==> config.mk <==
export PLATFORM = sky130hd
export DESIGN_NAME = mem_access_unit
export DESIGN_NICKNAME = d
export VERILOG_FILES = /design/src/rtl/mem_access_unit.sv
export SDC_FILE = /design/constraint.sdc
export NUM_CORES = 1
export LEC_CHECK = 0
export BUFFER_PORTS_ARGS = -buffer_cell sky130_fd_sc_hd__buf_2
export CORE_ASPECT_RATIO = 0.7
export CORE_UTILIZATION = 49
export CTS_CLUSTER_DIAMETER = 120
export DETAILED_ROUTE_END_ITERATION = 8
export HOLD_SLACK_MARGIN = 0.15
export MAX_ROUTING_LAYER = met4
export PLACE_DENSITY = 0.8
export SYNTH_ARGS = -nofsm -noshare
export SYNTH_HDL_FRONTEND = slang
export SYNTH_SLANG_ARGS = --single-unit
==> constraint.sdc <==
create_clock -name clk -period 4.01 [get_ports clk]
set_input_delay 0.401 -clock clk [delete_from_list [all_inputs] [get_ports clk]]
set_output_delay 0.401 -clock clk [all_outputs]
set_load 0.02 [all_outputs]
==> src/rtl/mem_access_unit.sv <==
// Load/store initiator between the MEM stage and a byte-addressed data memory.
// Validates each request, performs one memory access cycle and returns a registered response.
module mem_access_unit #(
  parameter int unsigned MEM_BYTES = 64,
  parameter int unsigned CNT_W     = 16
) (
  input  logic             clk,
  input  logic             rst,
  input  logic             req_valid,
  output logic             req_ready,
  input  logic             req_we,
  input  logic [2:0]       req_funct3,
  input  logic [31:0]      req_addr,
  input  logic [31:0]      req_wdata,
  output logic             resp_valid,
  output logic [31:0]      resp_rdata,
  output logic [1:0]       resp_fault,
  output logic [2:0]       mem_choose,
  output logic             mem_read,
  output logic             mem_write,
  output logic [5:0]       mem_addr,
  output logic [31:0]      mem_wdata,
  input  logic [31:0]      mem_rdata,
  output logic [CNT_W-1:0] ld_cnt,
  output logic [CNT_W-1:0] st_cnt,
  output logic [CNT_W-1:0] flt_cnt
);

  localparam logic [1:0] StIdle   = 2'd0;
  localparam logic [1:0] StAccess = 2'd1;
  localparam logic [1:0] StResp   = 2'd2;
  localparam logic [1:0] StFault  = 2'd3;

  localparam logic [1:0] FltNone  = 2'b00;
  localparam logic [1:0] FltAlign = 2'b01;
  localparam logic [1:0] FltRange = 2'b10;
  localparam logic [1:0] FltFunct = 2'b11;

  logic [1:0]       state_q, state_d;
  logic             we_q;
  logic [2:0]       funct3_q;
  logic [5:0]       addr_q;
  logic [31:0]      wdata_q;
  logic [1:0]       fault_q;
  logic [31:0]      rdata_q;
  logic [CNT_W-1:0] ld_cnt_q, st_cnt_q, flt_cnt_q;

  logic [2:0]       size;
  logic             legal;
  logic [32:0]      end_addr;
  logic [1:0]       code;

  // Classify the incoming request; funct3 legality outranks alignment, which outranks range.
  always_comb begin
    size  = 3'd1;
    legal = 1'b1;
    unique case (req_funct3)
      3'b000:  size = 3'd1;
      3'b001:  size = 3'd2;
      3'b010:  size = 3'd4;
      3'b100: begin
        size  = 3'd1;
        legal = ~req_we;
      end
      3'b101: begin
        size  = 3'd2;
        legal = ~req_we;
      end
      default: legal = 1'b0;
    endcase
    // 33-bit sum so addresses near 2^32 cannot wrap back into range
    end_addr = {1'b0, req_addr} + 33'(size);
    if (!legal) begin
      code = FltFunct;
    end else if ((size == 3'd2 && req_addr[0]) || (size == 3'd4 && req_addr[1:0] != 2'b00)) begin
      code = FltAlign;
    end else if (end_addr > 33'(MEM_BYTES)) begin
      code = FltRange;
    end else begin
      code = FltNone;
    end
  end

  always_comb begin
    state_d = state_q;
    unique case (state_q)
      StIdle:   if (req_valid) state_d = (code == FltNone) ? StAccess : StFault;
      StAccess: state_d = StResp;
      StResp:   state_d = StIdle;
      StFault:  state_d = StIdle;
      default:  state_d = StIdle;
    endcase
  end

  always_ff @(posedge clk) begin
    if (rst) begin
      state_q   <= StIdle;
      we_q      <= 1'b0;
      funct3_q  <= 3'b000;
      addr_q    <= 6'd0;
      wdata_q   <= 32'd0;
      fault_q   <= FltNone;
      rdata_q   <= 32'd0;
      ld_cnt_q  <= '0;
      st_cnt_q  <= '0;
      flt_cnt_q <= '0;
    end else begin
      state_q <= state_d;
      unique case (state_q)
        StIdle: begin
          if (req_valid) begin
            we_q     <= req_we;
            funct3_q <= req_funct3;
            addr_q   <= req_addr[5:0];
            wdata_q  <= req_wdata;
            fault_q  <= code;
            if (code != FltNone) rdata_q <= 32'd0;
          end
        end
        StAccess: rdata_q <= we_q ? 32'd0 : mem_rdata;
        StResp: begin
          if (we_q) begin
            if (st_cnt_q != '1) st_cnt_q <= st_cnt_q + CNT_W'(1);
          end else begin
            if (ld_cnt_q != '1) ld_cnt_q <= ld_cnt_q + CNT_W'(1);
          end
        end
        StFault: if (flt_cnt_q != '1) flt_cnt_q <= flt_cnt_q + CNT_W'(1);
        default: ;
      endcase
    end
  end

  always_comb begin
    req_ready  = (state_q == StIdle);
    resp_valid = (state_q == StResp) || (state_q == StFault);
    resp_fault = (state_q == StFault) ? fault_q : FltNone;
    resp_rdata = rdata_q;
    mem_read   = (state_q == StAccess) && !we_q;
    mem_write  = (state_q == StAccess) && we_q;
    mem_choose = funct3_q;
    mem_addr   = addr_q;
    mem_wdata  = wdata_q;
    ld_cnt     = ld_cnt_q;
    st_cnt     = st_cnt_q;
    flt_cnt    = flt_cnt_q;
  end

endmodule
After elaboration in Yosys (flattened, before gate mapping)

Index checks and enable logic that the tools add are counted.

Register bits after elaboration: 126
Input port bits: 103
Output and inout bits: 127

Add/sub/neg operators: 4
Magnitude comparators: 1
Equal/unequal tests: 14
Mux-type cells: 13
Bitwise operators: 2
Reductions and logical operators: 22

Operators by type and width:

| kind                    | number |
|---|---|
| $mux W32                | 3 |
| $pmux W32 S2            | 1 |
| $add A16 B1 Y16 const B | 3 |
| $ne A16 B16 Y1 const B  | 3 |
| $add A32 B3 Y33         | 1 |
| $gt A33 B7 Y1 const B   | 1 |
| $mux W2                 | 6 |
| $eq A3 B3 Y1 const B    | 3 |
| $reduce_and A3 Y1       | 3 |
| $eq A3 B2 Y1 const B    | 2 |
| $pmux W2 S3             | 1 |
| $pmux W3 S2             | 1 |
| $reduce_bool A2 Y1      | 3 |
| $reduce_or A2 Y1        | 3 |
| $eq A2 B2 Y1 const B    | 2 |
| $logic_and A1 B1 Y1     | 4 |
| $logic_not A2 Y1        | 2 |
| $reduce_and A2 Y1       | 2 |
| $eq A3 B1 Y1 const B    | 1 |
| $logic_not A3 Y1        | 1 |
| $reduce_or A3 Y1        | 1 |
| $eq A2 B1 Y1 const B    | 1 |
| $logic_or A1 B1 Y1      | 2 |
| $ne A2 B1 Y1 const B    | 1 |
| other kinds (4)         | 5 |

Longest topological paths before layout

Word-level depth: 12
Depth in mapped cells: 14
Depth with buffers taken out: 12

Worst setup path after synthesis

OpenSTA, ideal clock, no wires.

Path type: input-to-reg
Start: in req_funct3[1]
End: reg rdata_q[10], in the netlist resp_rdata[10]
Arrival: 3.488 ns
Data required time: 3.951 ns
Setup slack: 0.463 ns
Stages: 14
Path buffers: 2
Cells stage by stage: nor3b_1 nor2_1 ha_1 fa_1 a21oi_2 or4b_1 buf_2 or4b_1 and3_4 nor4_4 a41oi_2 a21oi_4 buf_6 a22o_1

Longest elaborated chain between the ends: 11
Elaborated cells on any way between the ends: 23

Ends and longest elaborated chain:

| element                                                     | line   | source |
|---|---|---|
| start, declared                                             | 12     | `input logic [2:0] req_funct3,` |
| $eq A3 B3 Y1 / $eq A3 B1 Y1 (equally long branches)         | 57     | `unique case (req_funct3)` |
| $reduce_or A2 Y1 (no source line)                           | -      |  |
| $pmux W3 S2                                                 | 57     |  |
| $add A32 B3 Y33 (tied with other cells)                     | 72     | `end_addr = {1'b0, req_addr} + 33'(size);` |
| $gt A33 B7 Y1 / $logic_and A1 B1 Y1 (equally long branches) | 77, 75 |  |
| $mux W2 / $logic_or A1 B1 Y1 (equally long branches)        | 77, 75 |  |
| $mux W2                                                     | 75     | `end else if ((size == 3'd2 && req_addr[0]) \|\| (size == 3'd4 && req_addr[1:0] != 2'b00)) begin` |
| $mux W2 *                                                   | 73     | `if (!legal) begin` |
| $reduce_bool A2 Y1 *                                        | 117    | `if (code != FltNone) rdata_q <= 32'd0;` |
| $ne A2 B1 Y1 (no source line) *                             | -      |  |
| $reduce_and A3 Y1 (no source line) *                        | -      |  |
| end signal, assigned                                        | 120    | `StAccess: rdata_q <= we_q ? 32'd0 : mem_rdata;` |
| end, declared                                               | 45     | `logic [31:0] rdata_q;` |

Every way passes the cells marked *; elsewhere a longest branch is shown, timed or not.
A chain may end at the register's enable or synchronous reset.

Worst setup path after layout

Start: in req_funct3[0]
End: reg rdata_q[21], in the netlist resp_rdata[21]

Same word-level chain as after synthesis.

==> impl_results.md <==
* Status: completed
* Commonest non-fill, non-tap cell in the layout: buf_2
* Die width at 131 microns
* Fillers at 925
* Setup Total Neg Slack at 0 ps
* CTS Buffer Depth at 2
* Mapped Area at 5680 sq um
* Die area at 12,000 sq um
* Dominant synthesized flop cell: dfxtp_1
* # resized after CTS at 0
* Clk slew on worst S/H paths at 60 ps
* Sequential share of the synthesized area at 0.444
* Net count reported at finish at 1,004
* Boundary pin count at 230
* Mapped Cells at 673
* Flops & latches, synth at 126
* Routed len/inst at 14.7 microns
* Critical path launch point type: input port
* H-tree levels at 4
* Initial antenna violation count at 0
* DRT Pass-1 Iters at 5
* Number of CTS-inserted buffers at 17
* Antenna diodes at 0
* Peak supply drop at 0.362 mV
* Setup Buffers After CTS at 0
* Vias at 5,653
* DR iter-0 viols at 408
* Largest net degree at the start of global routing at 58
* CTS Hold Bufs at 0
* Yosys warning count at 0
* Critical path's slowest cell: or4b_1
* Largest stage delay, worst path at 630 ps
* Crit-path most repeated cell: or4b_1
* DP Wirelength at 11.2 mm
* Vias in the first global route at 5,185
* Syn_area_per_cell at 8.43 sq um
* Clock skew at 11.4 ps
* Fraction of layout cells with a size suffix above 1 at 0.311
* CTS Root Cell: clkbuf_16
* Critical path class: in -> reg
* RD Place Congestion at 0.918
* DRC Markers at 0
* Routed wire length at 15.6 mm
* # Max-Cap Violations at 0
* Rows at 32
* Pwr/cell area at 428 nW/um^2
* Tmin final at 3540 ps
* Rel. slew slack at 0.587
* Multi-input logic area at 2950 sq um
* Placed Cells at 1,028
* Worst path required time at 4350 ps
* Final Non-Filler Cells at 1,060
* Total global-route track usage at 0.268
* Tightest Pin Transition at 619 ps
* Initial Util at 0.510
* Clk sinks at 126
* Die height at 92.1 microns
* CTS tree: done
* Yosys cell types at 57
* Setup crit end kind: register
* FF+latch area at 2520 sq um
* Max frequency at 282 MHz
* RSZ-0062 raised after global routing: false
* GR Overflow Total at 0
* Period utilisation layout at 0.883
* Worst hold path class: in -> reg
* Finished Core Util at 0.677
* Final setup vio count at 0
* Max-slew violations at 0
* Crit path DAT at 3880 ps
* Post-route antenna net violation count at 0
* Core Box Area at 11,100 sq um
* CP Max Fanout at 32
* Cell leakage power at 3.36 nW
* Global-route wire length before repair at 24.8 mm
* Crit-path cells: buf_2 > nor2b_1 > nor2_1 > ha_1 > fa_1 > a21oi_2 > or4b_1 > or4b_1 > and3_4 > nor4_4 > a41oi_2 > a21oi_4 > buf_12 > a22o_1
* CP delay by family, top: simple AND/OR/NAND/NOR gates
* Area delta synth->final at 32.7%
* Vias per Instance at 5.33
* Syn Nets at 783
* Clock Latency Late Sink at 400 ps
* Port Buffers at 229
* Most frequent cells in the layout: buf_2 (228), dfxtp_1 (126), nand2_1 (118), nor2_1 (65), a21oi_1 (62)
* Final hold violation count at 0
* Bufs and invs on worst path at 2
* Asr flop ratio synth at 0
* Post-synth EDFFs at 0
[sequential cells by signal (all words and copies together), names as in the netlist]
| name | cells |
|---|---|
| resp_rdata | 32 |
| mem_addr | 6 |
| fault_q | 2 |
| ld_cnt | 16 |
| st_cnt | 16 |
| we_q | 1 |
| state_q | 2 |
| mem_choose | 3 |
| mem_wdata | 32 |
| flt_cnt | 16 |
[synth_stat cells (6+ instances only)]
cell,number,area share
and4_1,10,0.015
ha_1,6,0.013
inv_1,13,0.0086
xor2_1,24,0.037
nand2_1,118,0.078
nor3_1,13,0.011
and3_1,15,0.017
a21oi_1,62,0.055
a22o_1,32,0.049
nor2_1,65,0.043
nand3_1,14,0.012
clkbuf_1,28,0.019
xnor2_1,19,0.029
o21ai_0,18,0.016
or3_1,14,0.015
dfxtp_1,126,0.44
nor4_1,10,0.011
nand4_1,24,0.026
[layer usage]
layer | routed length (microns) | vias up | GRT usage
met5 | 0 | - | -
met4 | 100 | 0 | 0.0699
met1 | 7110 | 2595 | 0.346
met2 | 7160 | 214 | 0.405
met3 | 1210 | 8 | 0.0834
li1 | - | 2836 | -
[cell families (layout without fill, tap and decap cells)]
group / Yosys count / count (layout) / synth area share
buffers and inverters: 48 / 282 / 0.0361
AOI/OAI and AO/OA: 136 / 136 / 0.158
muxes: 5 / 5 / 0.00904
adders and majority gates: 7 / 7 / 0.0168
and+or+nand+nor: 308 / 308 / 0.270
xor gates and xnor gates: 43 / 43 / 0.0663
DFF: 126 / 126 / 0.444
[metrics by stage]
stage / total power (W) / cell area (sq um) / hold slack [ps] / worst slack (ps)
finish: 0.00322 / 7530 / 210 / 467
global route: 0.00334 / 7530 / 190 / 326
CTS: 0.00325 / 7530 / 196 / 498
detailed placement: 0.00169 / 6940 / 443 / 70.7
global placement: 0.00169 / 6940 / 439 / 233
floorplan: 0.00154 / 5680 / 474 / 463
[path summary, 6_finish.rpt]
check / cells after the start / from / to / slack (ps)
worst max-delay path: 14 / req_funct3[0] / resp_rdata[21] / 470
worst min-delay path: 2 / mem_rdata[3] / resp_rdata[3] / 210
worst max register to register: 9 / flt_cnt[0] / flt_cnt[15] / 1620
worst min register to register: 2 / mem_wdata[27] / mem_wdata[27] / 450
[power breakdown]
group          switching, W  internal [W]
Combinational      0.000217      0.000129
Sequential        0.0000262       0.00129
Clock              0.000616      0.000938
[final cells by class]
class / count / share of cell area
Timing Repair Buffer: 237 / 0.162
Tap cell: 153 / 0.0254
Clock buffer: 17 / 0.0565
Multi-Input combinational cell: 499 / 0.392
Inverter: 13 / 0.00648
Clock inverter: 15 / 0.0229
Sequential cell: 126 / 0.335
(Power assumes the default switching activity.)
